[config.mk]
export PLATFORM = sky130hd
export DESIGN_NAME = axisr_pkt_meta_split
export DESIGN_NICKNAME = d
export VERILOG_FILES = /design/src/rtl/axisr_pkt_meta_split_pkg.sv /design/src/rtl/axisr_pkt_meta_split_skid_buf.sv /design/src/rtl/axisr_pkt_meta_split.sv
export SDC_FILE = /design/constraint.sdc
export NUM_CORES = 2
export LEC_CHECK = 0
export BUFFER_PORTS_ARGS = -buffer_cell sky130_fd_sc_hd__buf_2
export CORE_AREA = 3 3 666 668
export DETAILED_ROUTE_END_ITERATION = 6
export DIE_AREA = 0 0 669 671
export PLACE_DENSITY = 0.36
export SLEW_MARGIN = 20
export SYNTH_ARGS = -nofsm -noshare
export SYNTH_HDL_FRONTEND = slang
export SYNTH_SLANG_ARGS = --single-unit
[constraint.sdc]
create_clock -name aclk -period 63.1 [get_ports aclk]
set_input_delay 6.31 -clock aclk [delete_from_list [all_inputs] [get_ports aclk]]
set_output_delay 6.31 -clock aclk [all_outputs]
set_load 0.03 [all_outputs]
[src/rtl/axisr_pkt_meta_split_pkg.sv]
// Shared types and widths for axisr_pkt_meta_split.
// The PKT_LEN_CHECK_EN macro only affects the top module's err flag.
package axisr_pkt_meta_split_pkg;

  localparam int PKT_BYTES_BITS = 32;
  localparam int PKT_BEATS_BITS = 16;

  typedef enum logic {
    IDLE = 1'b0,
    BODY = 1'b1
  } hdr_state_e;

  // Upper, fixed-width part of a meta word; tid/tdest sit below it at parameter widths.
  typedef struct packed {
    logic                      err;
    logic [PKT_BEATS_BITS-1:0] beats;
    logic [PKT_BYTES_BITS-1:0] bytes;
  } pkt_meta_t;

  localparam int PKT_META_CNT_BITS = $bits(pkt_meta_t);

endpackage

[src/rtl/axisr_pkt_meta_split_skid_buf.sv]
// Two-entry valid/ready register slice: an output register plus one skid slot,
// giving full throughput with a purely registered ready.
module axis_skid_buf
  import axisr_pkt_meta_split_pkg::*;
#(
  parameter int WIDTH = 8
) (
  input  logic             clk,
  input  logic             rst,
  input  logic [WIDTH-1:0] in_data_i,
  input  logic             in_valid_i,
  output logic             in_ready_o,
  output logic [WIDTH-1:0] out_data_o,
  output logic             out_valid_o,
  input  logic             out_ready_i
);

  logic             outValid_q, outValid_d;
  logic             skidValid_q, skidValid_d;
  logic [WIDTH-1:0] outData_q, outData_d;
  logic [WIDTH-1:0] skidData_q, skidData_d;
  logic             inFire;

  assign in_ready_o = !skidValid_q;
  assign inFire     = in_valid_i && in_ready_o;

  // The output register only changes when empty or draining, so held payload stays stable.
  always_comb begin
    outValid_d  = outValid_q;
    outData_d   = outData_q;
    skidValid_d = skidValid_q;
    skidData_d  = skidData_q;
    if (!outValid_q || out_ready_i) begin
      if (skidValid_q) begin
        outValid_d  = 1'b1;
        outData_d   = skidData_q;
        skidValid_d = 1'b0;
      end else begin
        outValid_d = inFire;
        if (inFire) begin
          outData_d = in_data_i;
        end
      end
    end else if (inFire) begin
      skidValid_d = 1'b1;
      skidData_d  = in_data_i;
    end
  end

  always_ff @(posedge clk or posedge rst) begin
    if (rst) begin
      outValid_q  <= 1'b0;
      outData_q   <= '0;
      skidValid_q <= 1'b0;
      skidData_q  <= '0;
    end else begin
      outValid_q  <= outValid_d;
      outData_q   <= outData_d;
      skidValid_q <= skidValid_d;
      skidData_q  <= skidData_d;
    end
  end

  assign out_valid_o = outValid_q;
  assign out_data_o  = outData_q;

endmodule

[src/rtl/axisr_pkt_meta_split.sv]
// Splits a routed packet stream into plain payload plus one meta beat per packet.
// Define PKT_LEN_CHECK_EN to flag packets whose byte count exceeds MAX_PKT_BYTES.
module axisr_pkt_meta_split
  import axisr_pkt_meta_split_pkg::*;
#(
  parameter int DATA_BITS     = 512,
  parameter int ID_BITS       = 6,
  parameter int DEST_BITS     = 14,
  parameter int MAX_PKT_BYTES = 4096,
  parameter int META_BITS     = 512
) (
  input  logic                   aclk,
  input  logic                   areset,
  input  logic [DATA_BITS-1:0]   s_axis_tdata_i,
  input  logic [DATA_BITS/8-1:0] s_axis_tkeep_i,
  input  logic                   s_axis_tlast_i,
  input  logic [ID_BITS-1:0]     s_axis_tid_i,
  input  logic [DEST_BITS-1:0]   s_axis_tdest_i,
  input  logic                   s_axis_tvalid_i,
  output logic                   s_axis_tready_o,
  output logic [DATA_BITS-1:0]   m_axis_tdata_o,
  output logic [DATA_BITS/8-1:0] m_axis_tkeep_o,
  output logic                   m_axis_tlast_o,
  output logic                   m_axis_tvalid_o,
  input  logic                   m_axis_tready_i,
  output logic [META_BITS-1:0]   m_meta_data_o,
  output logic                   m_meta_valid_o,
  input  logic                   m_meta_ready_i
);

  localparam int KEEP_BITS     = DATA_BITS / 8;
  localparam int KEEP_CNT_BITS = $clog2(KEEP_BITS) + 1;
  localparam int PAYLOAD_BITS  = DATA_BITS + KEEP_BITS + 1;
  localparam int SUM_BITS      = PKT_BYTES_BITS + 1;

  hdr_state_e                state_q, state_d;
  logic [ID_BITS-1:0]        tid_q, tid_d;
  logic [DEST_BITS-1:0]      dest_q, dest_d;
  logic [PKT_BYTES_BITS-1:0] bytes_q, bytes_d;
  logic [PKT_BEATS_BITS-1:0] beats_q, beats_d;
  logic                      metaValid_q, metaValid_d;
  logic [META_BITS-1:0]      metaData_q, metaData_d;

  logic                      skidReady, metaFull, lastBlocked, accept, closePkt;
  logic                      firstBeat, pktErr;
  logic [KEEP_CNT_BITS-1:0]  keepCnt;
  logic [SUM_BITS-1:0]       bytesSum;
  logic [PKT_BYTES_BITS-1:0] bytesNext;
  logic [PKT_BEATS_BITS-1:0] beatsNext;
  logic [ID_BITS-1:0]        pktTid;
  logic [DEST_BITS-1:0]      pktDest;
  pkt_meta_t                 metaCnt;
  logic [META_BITS-1:0]      metaWord;
  logic [PAYLOAD_BITS-1:0]   outPayload;

  // A slot that drains this cycle is free, so only a truly held meta stalls a last beat.
  assign metaFull        = metaValid_q && !m_meta_ready_i;
  assign lastBlocked     = metaFull && s_axis_tvalid_i && s_axis_tlast_i;
  assign s_axis_tready_o = skidReady && !lastBlocked && !areset;
  assign accept          = s_axis_tvalid_i && s_axis_tready_o;
  assign closePkt        = accept && s_axis_tlast_i;

  axis_skid_buf #(
    .WIDTH(PAYLOAD_BITS)
  ) dataSkid (
    .clk        (aclk),
    .rst        (areset),
    .in_data_i  ({s_axis_tdata_i, s_axis_tkeep_i, s_axis_tlast_i}),
    .in_valid_i (s_axis_tvalid_i && !lastBlocked && !areset),
    .in_ready_o (skidReady),
    .out_data_o (outPayload),
    .out_valid_o(m_axis_tvalid_o),
    .out_ready_i(m_axis_tready_i)
  );

  assign {m_axis_tdata_o, m_axis_tkeep_o, m_axis_tlast_o} = outPayload;

  always_comb begin
    keepCnt = '0;
    for (int i = 0; i < KEEP_BITS; i++) begin
      keepCnt = keepCnt + KEEP_CNT_BITS'(s_axis_tkeep_i[i]);
    end
  end

  always_ff @(posedge aclk or posedge areset) begin
    if (areset) begin
      state_q <= IDLE;
    end else begin
      state_q <= state_d;
    end
  end

  always_comb begin
    state_d = state_q;
    if (accept) begin
      state_d = s_axis_tlast_i ? IDLE : BODY;
    end
  end

  // Running totals including the current beat; on the first beat they restart from it.
  always_comb begin
    firstBeat = (state_q == IDLE);
    pktTid    = firstBeat ? s_axis_tid_i : tid_q;
    pktDest   = firstBeat ? s_axis_tdest_i : dest_q;
    bytesSum  = firstBeat ? SUM_BITS'(keepCnt) : ({1'b0, bytes_q} + SUM_BITS'(keepCnt));
    bytesNext = bytesSum[PKT_BYTES_BITS] ? '1 : bytesSum[PKT_BYTES_BITS-1:0];
    if (firstBeat) begin
      beatsNext = 16'd1;
    end else if (&beats_q) begin
      beatsNext = beats_q;
    end else begin
      beatsNext = beats_q + 16'd1;
    end
  end

`ifdef PKT_LEN_CHECK_EN
  assign pktErr = (bytesNext > PKT_BYTES_BITS'(MAX_PKT_BYTES));
`else
  assign pktErr = 1'b0;
`endif

  always_comb begin
    metaCnt.err   = pktErr;
    metaCnt.beats = beatsNext;
    metaCnt.bytes = bytesNext;
    metaWord = '0;
    metaWord[0 +: ID_BITS] = pktTid;
    metaWord[ID_BITS +: DEST_BITS] = pktDest;
    metaWord[ID_BITS + DEST_BITS +: PKT_META_CNT_BITS] = metaCnt;
  end

  always_comb begin
    tid_d       = tid_q;
    dest_d      = dest_q;
    bytes_d     = bytes_q;
    beats_d     = beats_q;
    metaValid_d = metaValid_q;
    metaData_d  = metaData_q;
    if (accept) begin
      tid_d   = pktTid;
      dest_d  = pktDest;
      bytes_d = bytesNext;
      beats_d = beatsNext;
    end
    if (closePkt) begin
      metaValid_d = 1'b1;
      metaData_d  = metaWord;
    end else if (metaValid_q && m_meta_ready_i) begin
      metaValid_d = 1'b0;
    end
  end

  always_ff @(posedge aclk or posedge areset) begin
    if (areset) begin
      tid_q       <= '0;
      dest_q      <= '0;
      bytes_q     <= '0;
      beats_q     <= '0;
      metaValid_q <= 1'b0;
      metaData_q  <= '0;
    end else begin
      tid_q       <= tid_d;
      dest_q      <= dest_d;
      bytes_q     <= bytes_d;
      beats_q     <= beats_d;
      metaValid_q <= metaValid_d;
      metaData_q  <= metaData_d;
    end
  end

  assign m_meta_valid_o = metaValid_q;
  assign m_meta_data_o  = metaData_q;

endmodule

==> reports/results.txt <==
Clock Tree Buf Depth = 4
RSZ-0062 raised after global routing = no
Area grow syn2layout = 28.50%
Detailed Route Iter0 Violations = 2590
Logic pwr share = 0.444
Site row count = 243
Initial antenna violation count = 202
Reg2reg start = dataSkid.skidValid_q$_DFFE_PP0P_
Synthesized area = 59560 µm²
Crit-path leading delay family = adder cells
Most frequent cells in the layout = dfrtp_1 (1292), buf_2 (1249), nand2_1 (710)
First-pass GRT wire length = 403.4 mm
Drt total wl = 302.1 mm
Post-synthesis mux area share = 0.2066
Worst slew pin tran = 1.094 ns
WL/cell = 24.57 µm
Hold_buf cts = 0
Synth warn = 0
Die footprint = 448900 µm²
Sequential power share = 0.300
Seq cells post-synth = 1294
Synth Area in Simple Gates = 0.05981
PwrDens = 51.41 nW/µm²
Crit path DAT = 15.59 ns
Main combinational cell family by area after synthesis = multiplexers
Core area = 437800 µm²
CTS tree = done
Slew Viols, Final = 0
IO buf count = 1249
Pin count of the biggest net entering global routing = 235
Async SR Flop Fraction = 1.000
DR vias/cell = 3.507
Commonest non-fill, non-tap cell in the layout = dfrtp_1
P_sw = 0.001694 W
Clock skew = 0.08267 ns
Tmin final = 14.91 ns
Compound-cell area share of the yosys netlist = 0.07724
Fin. Hold Viols = 0
Initial Util = 0.1360
Sum of negative setup slack = 0 ns
Post-synthesis average cell area = 11.51 µm²
Slew HR = 0.2679
Status = finished clean
Cts bufs inserted = 173
DP Wirelength = 244.8 mm
Worst Setup End Kind = flip-flop
Fraction of layout cells with a size suffix above 1 = 0.3342
Vias in the first global route = 43590
Period utilization = 0.2363
Final core utilization = 0.1748
Max_cap viols = 0
Synth unique cells = 63
Nature of the critical path startpoint = primary input
Clk slew on worst S/H paths = 0.06 ns
Switching share of power = 0.4304
Post-synthesis xor/xnor area fraction = 0.003970
Post-route DRC = 0
Synth Area in Adders = 0.02332
Worst setup path start = s_axis_tkeep_i[63]
Hold Path Class = flip-flop to flip-flop
Critical Path RT = 63.78 ns
Hold Crit Start = m_meta_data_o[62]$_DFFE_PP0P_
First-pass DRT Iterations = 5
Synth Flop Type = dfrtp_1
RD Place Congestion = 0.8490
CTS sink cnt = 1294
Static Leak = 34.14 nW
Post-CTS sizing = 0
Critical path class = primary input to flip-flop
Worst-path fanout max = 13
Fillers = 48570
Clock power frac = 0.256
Antenna viol nets, final = 0
Tot GR Track Use = 0.1299
Post-synth EDFFs = 0
Post-synthesis sequential area ratio = 0.5437
Setup bufs post-CTS = 0
CP max-delay cell = nor2_1
Final Setup Violations = 0
Root Driver = clkbuf_16
Max VDD drop = 0.1305 mV
H-tree depth = 4
Buf/Inv on CP = 7
Layout Nets = 7037
Die Wd = 669 µm
Post-Synthesis Cells = 5177
Fin Hold WS = 0.4660 ns
Cell mode on critical path = fa_1
I/O pin count = 1694
Via Count = 43110
Fmax = 67.08 MHz
Internal Pwr Total = 0.002241 W
Total grt overflow = 0
Worst path max stage delay = 0.86 ns
Worst-Skew Late Latency = 0.87 ns
Die Ht = 671 µm
[metrics by stage]
stage | power, W | cell area [µm²] | worst slack [ns] | std cells
2_1_floorplan | 0.002373 | 61230 | 20.30 | 5620
3_3_place_gp | 0.002943 | 70700 | 47.20 | 11940
3_5_place_dp | 0.002963 | 70710 | 47.27 | 11940
4_1_cts | 0.004009 | 76400 | 48.31 | 12240
5_1_grt | 0.004209 | 76430 | 47.91 | 12250
6_report | 0.003935 | 76530 | 48.19 | 12290
[cell type report]
cell class	instances	area, µm²	share of cell area
repair buffers	1319	6868	0.08973
diodes	52	130.1	0.001700
clock buffers	242	4960	0.06480
clock inverters	61	730.7	0.009547
well taps	5757	7203	0.09412
inverters	121	461.7	0.006032
multi-input cells	3448	23800	0.3109
flip-flops and latches	1294	32390	0.4232
[worst register-to-register path: stages (launching register included)]
cell and delay (ns):
dfrtp_4 0.66, buf_4 0.38, o21ai_4 0.22, buf_4 0.76, buf_4 0.91, buf_4 0.93
buf_4 0.75, buf_4 0.84, o21ai_0 0.31
[registers in the layout, summed over array words and instances (netlist names)]
name and cells:
dataSkid.skidValid_q 1, m_meta_data_o 68, dest_q 14, dataSkid.out_data_o 577, m_meta_valid_o 1, dataSkid.skidData_q 577, beats_q 16, bytes_q 32
dataSkid.out_valid_o 1, tid_q 6, state_q 1
[power groups by stage]
stage | sequential, W | combinational [W] | clock [W]
after floorplan | 0.00136 | 0.00101 | 0
after global placement | 0.00119 | 0.00176 | 0
after detailed placement | 0.00120 | 0.00177 | 0
after CTS | 0.00118 | 0.00177 | 0.00105
after global routing | 0.00121 | 0.00192 | 0.00108
final | 0.00118 | 0.00175 | 0.00101
[layer usage]
| metal | vias to the layer above | global-route usage | part of all wire |
|---|---|---|---|
| met3 | 443 | 0.03900 | 0.079 |
| met5 | - | 0 | 0.0030 |
| li1 | 19290 | - | - |
| met1 | 21800 | 0.1710 | 0.44 |
| met4 | 138 | 0.02166 | 0.019 |
| met2 | 1439 | 0.2112 | 0.46 |
[worst paths after layout]
| path | cells after the start | slack, ns | end |
|---|---|---|---|
| max reg2reg | 8 | 57.12 | dataSkid.out_data_o[105]$_DFFE_PP0P_ |
| max | 27 | 48.19 | m_meta_data_o[40]$_DFFE_PP0P_ |
| max in group asynchronous | 6 | 53.66 | dataSkid.skidData_q[52]$_DFFE_PP0P_ |
| min in group asynchronous | 2 | 5.64 | dataSkid.skidData_q[361]$_DFFE_PP0P_ |
| min reg2reg | 2 | 0.47 | m_meta_data_o[62]$_DFFE_PP0P_ |
| min | 2 | 0.47 | m_meta_data_o[62]$_DFFE_PP0P_ |
[cell families after synthesis]
group / Yosys count
AO/OA/AOI/OAI: 859
XOR/XNOR: 27
adder cells (fa/ha/maj): 78
buffers and inverters: 878
flip-flops: 1294
multiplexers: 1160
other: 1
AND/OR/NAND/NOR: 880
[cell usage after synthesis, types with 23 or more instances]
master / number / share of area
fa_1: 55 / 0.018
inv_1: 119 / 0.0075
buf_4: 444 / 0.056
o21ai_0: 703 / 0.059
nand2_1: 711 / 0.045
buf_2: 95 / 0.0080
nor2_1: 62 / 0.0039
mux2i_1: 603 / 0.10
ha_1: 23 / 0.0048
a21oi_1: 57 / 0.0048
dfrtp_1: 1294 / 0.54
mux2_2: 557 / 0.11
clkbuf_1: 210 / 0.013
Note: power is estimated with default switching activity, not from simulation.
